==> src/rtl/regfile_writeback.sv <==
`default_nettype none
// regfile_writeback: owns the register-file write port, merging ALU results with FIFO-buffered load results.
// Revision 1.0
module regfile_writeback #(
  parameter int DEPTH = 4,
  parameter int XLEN  = 32
) (
  input  logic                    clk,
  input  logic                    rst_n,
  input  logic                    alu_valid,
  input  logic [4:0]              alu_rd,
  input  logic [XLEN-1:0]         alu_data,
  input  logic                    mem_valid,
  output logic                    mem_ready,
  input  logic [4:0]              mem_rd,
  input  logic [XLEN-1:0]         mem_data,
  output logic [4:0]              writeRegister,
  output logic [XLEN-1:0]         writeData,
  output logic                    regWrite,
  output logic [31:0]             pending,
  output logic [$clog2(DEPTH):0]  fifo_count
);

  localparam int            PW      = $clog2(DEPTH);
  localparam logic [PW:0]   FULL    = (PW+1)'(DEPTH);
  localparam logic [PW:0]   CNT_ONE = (PW+1)'(1);
  localparam logic [PW-1:0] PTR_ONE = PW'(1);

  logic [4:0]      fifo_rd   [DEPTH];
  logic [XLEN-1:0] fifo_data [DEPTH];
  logic [DEPTH-1:0] fifo_vld;
  logic [PW-1:0]   wr_ptr;
  logic [PW-1:0]   rd_ptr;
  logic [PW:0]     count;

  logic alu_hit;
  logic push;
  logic pop;

  // Writes to x0 are architecturally void, so they neither occupy the port nor the FIFO.
  assign alu_hit    = alu_valid && (alu_rd != 5'd0);
  assign mem_ready  = (count < FULL);
  assign push       = mem_valid && mem_ready && (mem_rd != 5'd0);
  assign pop        = !alu_hit && (count != '0);
  assign fifo_count = count;

  always_ff @(posedge clk) begin
    if (!rst_n) begin
      wr_ptr        <= '0;
      rd_ptr        <= '0;
      count         <= '0;
      fifo_vld      <= '0;
      regWrite      <= 1'b0;
      writeRegister <= 5'd0;
      writeData     <= '0;
    end else begin
      if (push) begin
        fifo_rd[wr_ptr]   <= mem_rd;
        fifo_data[wr_ptr] <= mem_data;
        fifo_vld[wr_ptr]  <= 1'b1;
        wr_ptr            <= wr_ptr + PTR_ONE;
      end
      if (pop) begin
        fifo_vld[rd_ptr] <= 1'b0;
        rd_ptr           <= rd_ptr + PTR_ONE;
      end
      case ({push, pop})
        2'b10:   count <= count + CNT_ONE;
        2'b01:   count <= count - CNT_ONE;
        default: count <= count;
      endcase

      // ALU has strict priority; rd/data hold their last value when idle.
      regWrite <= alu_hit || pop;
      if (alu_hit) begin
        writeRegister <= alu_rd;
        writeData     <= alu_data;
      end else if (pop) begin
        writeRegister <= fifo_rd[rd_ptr];
        writeData     <= fifo_data[rd_ptr];
      end
    end
  end

  always_comb begin
    pending = '0;
    for (int i = 0; i < DEPTH; i++) begin
      if (fifo_vld[i]) pending[fifo_rd[i]] = 1'b1;
    end
    if (regWrite) pending[writeRegister] = 1'b1;
    pending[0] = 1'b0;
  end

endmodule
`default_nettype wire

==> config.mk <==
export PLATFORM = sky130hd
export DESIGN_NAME = regfile_writeback
export DESIGN_NICKNAME = d
export VERILOG_FILES = /design/src/rtl/regfile_writeback.sv
export SDC_FILE = /design/constraint.sdc
export NUM_CORES = 1
export LEC_CHECK = 0
export ABC_AREA = 1
export CORE_MARGIN = 1.5
export CORE_UTILIZATION = 54
export DETAILED_ROUTE_END_ITERATION = 8
export GPL_TIMING_DRIVEN = 0
export PLACE_DENSITY = 0.9
export SLEW_MARGIN = 40
export SYNTH_ARGS = -nofsm -noshare
export SYNTH_HDL_FRONTEND = slang
export SYNTH_SLANG_ARGS = --single-unit
export TNS_END_PERCENT = 50
==> constraint.sdc <==
create_clock -name clk -period 3.66 [get_ports clk]
set_input_delay 0.549 -clock clk [delete_from_list [all_inputs] [get_ports clk]]
set_output_delay 0.549 -clock clk [all_outputs]
set_load 0.005 [all_outputs]
==> summary.txt, run 1 <==
Synthesis-to-finish area growth - 26.34%
Final Cycle Share - 81.30%
Number of global-route vias before repair - 8443
Port Buffers - 150
Synthesized area - 9827 um^2
Die height - 137.9 um
Die W - 137.9 um
Skew final - 10.11 ps
Max Cap Viol - 0
Worst-path clk slew - 70 ps
DRC Markers - 0
Num CTS Buffers - 17
1st-pass router iterations - 7
Total die area - 19020 um^2
Total Routed Length - 29350 um
DR WL/cell - 18.66 um
Io pins - 152
Clock Sinks - 199
Yosys cell types - 33
Crit path launch type - flop
Core box area - 17900 um^2
Share of layout cells above drive strength 1 - 6.925%
CTS root buf - clkbuf_16
Core Util, Final - 69.35%
GR Util met1 - 39.80%
Routed Antenna Nets - 0
Routability cong. - 0.9568
Largest buffer count on any clock path - 2
Standard-cell row count - 49
Seq/Total Area, Yosys - 55.61%
Max Slew Vio Count - 0
Worst skew pair latency - 450 ps
Post-CTS Setup Bufs - 0
FF+latch count, synth - 199
Slowest CP cell - nor3_2
Met2 Use GR - 53.10%
Yosys Warn Count - 0
Hold_buf cts - 0
Worst Path Arrival - 2430 ps
Nets - 1418
Largest net degree at the start of global routing - 19
# H-tree levels - 4
Initial Utilization - 54.89%
CTS tree - yes
CTS-repair resized insts - 0
Total grt overflow - 0
VDD IR-drop max - 0.3915 mV
Min cycle time layout - 2976 ps
Critical Path RT - 3110 ps
Yosys top cell area share - 45.23%
Mean Syn Cell Area - 8.523 um^2
Slew Limit Headroom - 46.61%
Hold Violations, Final - 0
Worst Path Buf+Inv - 2
Min-Delay Path Class - reg -> reg
Area leader, netlist - edfxtp_1
Endpoint type of the worst setup path - primary output
Synth top area cells - edfxtp_1 (45%), nand2_1 (11%), dfxtp_1 (10%)
Cell area power density - 583.7 nW/um^2
Max stage delay on crit path - 640 ps
Placed wire-length estimate - 20730 um
Status - complete, no violations
Maximum net fanout on the critical path - 8
Antenna violations before repair - 0
GR met3 Demand/Resource - 4.788%
Pleak - 5.380 nW
Routed vias - 9049
Number of DRC markers in iteration 0 - 943
Critical path cell sequence - inv_1 > nor3_2 > a21oi_1 > nand2_1 > clkdlybuf4s50_1
Slew @ Worst Pin - 800.8 ps
Post-Synthesis Cells - 1153
Global Route Usage Sum - 31.56%
Synthesized Nets - 1241
GRT busiest layer - met2
Crit Path Class - reg -> out
Setup-failing EPs final - 0
Max Fclk - 0.3361 GHz
CP delay by family, top - simple AND/OR/NAND/NOR gates
Unrepaired setup endpoints after global routing - false
First-pass GRT wire length - 44480 um
Fin Hold WS - 473.8 ps
Vias per inst - 5.753
## Yosys cell counts, drive strengths merged
cell type	instances
nand2	279
nand3	201
inv	175
edfxtp	148
nor2	100
dfxtp	51
buf	39
a21oi	37
o21ai	31
o22ai	23
nor3	15
o22a	12
ha	9
clkbuf	8
or2	5
o2111ai	4
o211ai	4
a22oi	3
nand3b	3
nand4	2
a31oi	1
conb	1
fa	1
o21a	1
## flip-flops by register name, indices dropped and copies added (netlist names), named ones only
register / cells
fifo_rd: 20
wr_ptr: 2
writeData: 32
regWrite: 1
writeRegister: 5
fifo_data: 128
rd_ptr: 2
fifo_vld: 4
fifo_count: 3
## worst min-delay path: stages (launching register included)
cell     delay [ps]
dfxtp_1         310
nand3_1          70
nand2_1          50
## layer usage
metal  wire length [um]  vias to the layer above
met5                  0                        -
met4               1163                        0
met3               3094                      102
met2              14280                      640
met1              10810                     4141
li1                   -                     4166
## power by group
part	switching, mW	internal, mW	total (mW)
clock	0.870	1.02	1.89
sequential	0.164	2.68	2.84
combinational	1.57	0.944	2.51
total	2.60	4.64	7.25
## cell type report
type	instances	area (um^2)
diodes	1	2.502
plain buffers	47	276.5
clock buffers	17	425.4
clock inverters	15	167.7
fillers	1277	5487
inverters	175	656.9
multi-input cells	732	3463
flip-flops and latches	199	5465
well taps	229	286.5
repair buffers	158	1672
## per-stage QoR
step	cell area [um^2]	setup WS, ps	TNS [ps]	cells	power, mW
4_1_cts	12410	684.0	0	1572	7.187
3_5_place_dp	11820	681.9	0	1540	5.306
2_1_floorplan	9827	613.3	0	1153	4.299
5_1_grt	12410	561.5	0	1572	7.558
6_report	12420	684.5	0	1573	7.247
3_3_place_gp	11610	-1185	-147890	1532	5.194
## path summary, 6_finish.rpt
kind,cells after the start,to,start,slack [ps]
max,5,pending[2],fifo_rd[3][1]$_DFFE_PP_,680
min reg2reg,2,writeData[12]$_SDFFE_PN0P_,writeData[12]$_SDFFE_PN0P_,470
max reg2reg,10,fifo_count[1]$_SDFFE_PN0P_,fifo_count[2]$_SDFFE_PN0P_,1520
min,2,writeData[12]$_SDFFE_PN0P_,writeData[12]$_SDFFE_PN0P_,470
## placed cells by master (no fill, tap or decap), types with 4 or more instances in the layout
cell type | netlist | routed
buf_16 | 0 | 4
nor2_1 | 100 | 96
nor2_4 | 0 | 4
nor3_1 | 11 | 10
o21ai_1 | 6 | 6
buf_8 | 0 | 4
clkbuf_16 | 0 | 17
nand3_1 | 201 | 201
o21ai_0 | 25 | 25
inv_2 | 5 | 5
a21oi_1 | 37 | 37
buf_6 | 7 | 7
o22a_1 | 12 | 12
nor3_2 | 3 | 4
inv_1 | 170 | 170
edfxtp_1 | 148 | 148
o211ai_1 | 4 | 4
buf_2 | 25 | 25
dfxtp_1 | 51 | 51
nand2_1 | 277 | 277
o22ai_1 | 23 | 23
clkdlybuf4s50_1 | 0 | 150
clkbuf_1 | 7 | 7
buf_4 | 4 | 4
ha_1 | 9 | 9
clkinvlp_4 | 0 | 5
or2_0 | 5 | 5
o2111ai_1 | 4 | 4
## logic make-up (layout without fill, tap and decap cells)
group,Yosys count,after routing,synth area share [%]
AND/OR/NAND/NOR,605,605,26.47
buffers and inverters,222,412,9.498
flip-flops,199,199,55.61
AO/OA/AOI/OAI,116,116,7.028
adder cells (fa/ha/maj),10,10,1.350
other,1,2,0.03816
No activity file was read; power rests on OpenSTA's default activity.
==> inputs of run 2 (changes only) <==
--- a/config.mk
+++ b/config.mk
@@ -7,10 +7,10 @@
 export LEC_CHECK = 0
 export ABC_AREA = 1
 export CORE_MARGIN = 1.5
-export CORE_UTILIZATION = 54
+export CORE_UTILIZATION = 49
 export DETAILED_ROUTE_END_ITERATION = 8
 export GPL_TIMING_DRIVEN = 0
-export PLACE_DENSITY = 0.9
+export PLACE_DENSITY = 0.87
 export SLEW_MARGIN = 40
 export SYNTH_ARGS = -nofsm -noshare
 export SYNTH_HDL_FRONTEND = slang
==> constraint.sdc (replaced) <==
create_clock -name clk -period 2.42 [get_ports clk]
set_input_delay 0.363 -clock clk [delete_from_list [all_inputs] [get_ports clk]]
set_output_delay 0.363 -clock clk [all_outputs]
set_load 0.005 [all_outputs]
==> run 2 against run 1 <==
  * The run now ends with setup timing left
  * Via count increased by 3.6%
  * Largest power group unchanged
  * Count of clock-buffer cells in the layout is 2 higher
  * Clock power grew 48%
  * Worst hold slack got worse by 1.7 ps
  * Utilization decreased by 2.1 points
  * Routed wire length grew 4.1%
  * Non-clock buffer count increased by 40
  * Register-to-register slack worse by 1200 ps
  * Sequential share of layout area fell by 2.5 points
  * Sequential power rose by 52%
  * Critical path type unchanged
  * Highest routed layer unchanged
  * Largest cell class unchanged
==> summary.txt, run 2 (synthesis results as in run 1) <==
Biggest register - fifo_data (unchanged)
Placement Cell Area - 11880 um^2 (was 11820 um^2)
Reg2reg setup slack - 330 ps (was 1520 ps)
Max reg flops - 128 (unchanged)
Synthesis-to-finish area growth - 34.06% (was 26.34%)
Num CTS Buffers - 17 (unchanged)
Most common cell after layout, fill and taps aside - nand2_1 (unchanged)
Io pins - 152 (unchanged)
Routability cong. - 0.9690 (was 0.9568)
Hold Violations, Final - 0 (unchanged)
Regs by FF count - fifo_data (128), writeData (32), fifo_rd (20) (unchanged)
R2r startpoint - fifo_count[2]$_SDFFE_PN0P_ (unchanged)
Placed instance count - 1576 (was 1540)
Initial Utilization - 50.16% (was 54.89%)
Crit Path Class - reg -> out (unchanged)
Hold depth - 2 (unchanged)
Hold_buf cts - 0 (unchanged)
Failing checks - setup timing
Pleak - 5.803 nW (was 5.380 nW)
Number of global-route vias before repair - 8877 (was 8443)
Nets - 1458 (was 1418)
Commonest cells after routing, fill and taps aside - nand2_1 (277), nand3_1 (173), edfxtp_1 (148), inv_1 (147), clkdlybuf4s50_1 (135) (was nand2_1 (277), nand3_1 (201), inv_1 (170), clkdlybuf4s50_1 (150), edfxtp_1 (148))
Clock Sinks - 199 (unchanged)
Standard-cell row count - 51 (was 49)
Crit Reg-Reg Endpoint - fifo_data[0][23]$_DFFE_PP_ (was fifo_count[1]$_SDFFE_PN0P_)
Unrepaired setup endpoints after global routing - true (was false)
Final Cell Area - 13170 um^2 (was 12420 um^2)
Core box area - 19590 um^2 (was 17900 um^2)
Slew @ Worst Pin - 786.6 ps (was 800.8 ps)
Routed vias - 9373 (was 9049)
Worst Path Arrival - 2180 ps (was 2430 ps)
Skew final - 9.371 ps (was 10.11 ps)
1st-pass router iterations - 6 (was 7)
Maximum net fanout on the critical path - 5 (was 8)
DRC Markers - 0 (unchanged)
Critical path cell sequence - inv_2 > nand3_2 > o22ai_1 > a21oi_1 > nand2_1 > clkdlybuf4s50_1 (was inv_1 > nor3_2 > a21oi_1 > nand2_1 > clkdlybuf4s50_1)
Share of layout cells above drive strength 1 - 14.53% (was 6.925%)
Setup-failing EPs final - 15 (was 0)
Status - finished, violations left (was complete, no violations)
Total grt overflow - 0 (unchanged)
DR WL/cell - 18.53 um (was 18.66 um)
Slowest CP cell - clkdlybuf4s50_1 (was nor3_2)
Layout Cells excl Fill - 1649 (was 1573)
Total die area - 20910 um^2 (was 19020 um^2)
Setup TNS - -641.4 ps (was 0 ps)
Die W - 144.6 um (was 137.9 um)
Worst R2R Path Depth - 5 (was 10)
Max Cap Viol - 0 (unchanged)
CP delay by family, top - buffers and inverters (was simple AND/OR/NAND/NOR gates)
Vias per inst - 5.684 (was 5.753)
CTS root buf - clkbuf_16 (unchanged)
Port Buffers - 150 (unchanged)
Crit path launch type - flop (unchanged)
Total power draw - 11.05 mW (was 7.247 mW)
Cell area power density - 838.6 nW/um^2 (was 583.7 nW/um^2)
Endpoint type of the worst setup path - primary output (unchanged)
Number of DRC markers in iteration 0 - 1355 (was 943)
Max Fclk - 0.3938 GHz
Die height - 144.6 um (was 137.9 um)
Post-route setup slack - -119.4 ps (was 684.5 ps)
Placed wire-length estimate - 20920 um (was 20730 um)
Worst-path clk slew - 70 ps (about the same)
Worst Path Buf+Inv - 2 (unchanged)
# H-tree levels - 4 (unchanged)
Pre-CTS setup slack - -452.3 ps (was 681.9 ps)
Hold Path End - writeData[12]$_SDFFE_PN0P_ (unchanged)
Antenna violations before repair - 1 (was 0)
CTS tree - yes (unchanged)
Min cycle time layout - 2539 ps
Min-Delay Path Class - reg -> reg (unchanged)
Max Slew Vio Count - 0 (unchanged)
Slew Limit Headroom - 47.56% (was 46.61%)
Routed Antenna Nets - 0 (unchanged)
Critical Path RT - 2060 ps (was 3110 ps)
Max stage delay on crit path - 500 ps (was 640 ps)
HP Start - writeData[12]$_SDFFE_PN0P_ (unchanged)
Worst skew pair latency - 450 ps (about the same)
First-pass GRT wire length - 45700 um (was 44480 um)
Total Routed Length - 30560 um (was 29350 um)
VDD IR-drop max - 0.6629 mV (was 0.3915 mV)
Largest net degree at the start of global routing - 18 (was 19)
Global Route Usage Sum - 29.11% (was 31.56%)
Largest buffer count on any clock path - 2 (unchanged)
Final Cycle Share - 104.9%
==> run 2: how the worst max path moves through the flow <==
stage	startpoint	end	slack, ps	cells past startpoint
after detailed placement	alu_rd[3]	fifo_count[2]$_SDFFE_PN0P_	-450	14
after global routing	fifo_rd[0][3]$_DFFE_PP_	pending[5]	-210	6
after CTS	fifo_vld[3]$_SDFF_PN0_	pending[4]	-50	5
after floorplan	mem_valid	fifo_data[3][0]$_DFFE_PP_	-290	4
after global placement	mem_rd[1]	fifo_data[3][15]$_DFFE_PP_	-2090	5
final	fifo_rd[0][3]$_DFFE_PP_	pending[5]	-120	6
==> run 2: layout make-up <==
| type | instances | area, um^2 |
|---|---|---|
| clock buffers | 19 | 432.9 |
| well taps | 265 | 331.6 |
| flip-flops and latches | 199 | 5473 |
| multi-input cells | 732 | 3801 |
| plain buffers | 47 | 280.3 |
| diodes | 1 | 2.502 |
| fillers | 1401 | 6416 |
| inverters | 175 | 669.4 |
| clock inverters | 13 | 146.4 |
| repair buffers | 198 | 2037 |
==> run 2: worst min-delay path: stages, from the launching register on <==
cell     delay (ps)
dfxtp_1         310
nand3_1          70
nand2_1          50
==> run 2: per-stage QoR <==
step                hold WS, ps  util [%]
floorplan                 461.9         -
global placement          461.7     59.56
detailed placement        464.9     60.63
CTS                       476.5     65.60
global route              512.0     67.25
finish                    472.1     67.25
==> run 2: per-layer routing <==
metal,track usage [%],vias to the layer above,part of all wire (%)
met5,0,-,0
li1,-,4254,-
met3,6.623,90,11
met2,49.63,624,50
met1,35.48,4405,36
met4,12.49,0,2.8
==> run 2: repair_timing <==
| action | CTS | global route |
|---|---|---|
| buffers inserted | 17 | 23 |
| pin swaps | 5 | 8 |
| resized for setup | 73 | 38 |
| hold endpoints to repair | 0 | 0 |
| setup endpoints to repair | 32 | 25 |
==> run 2: report_power, final <==
| group | switching, mW | internal (mW) |
|---|---|---|
| registers | 0.272 | 4.06 |
| clock network | 1.27 | 1.53 |
| logic | 2.43 | 1.49 |
| total | 3.97 | 7.08 |
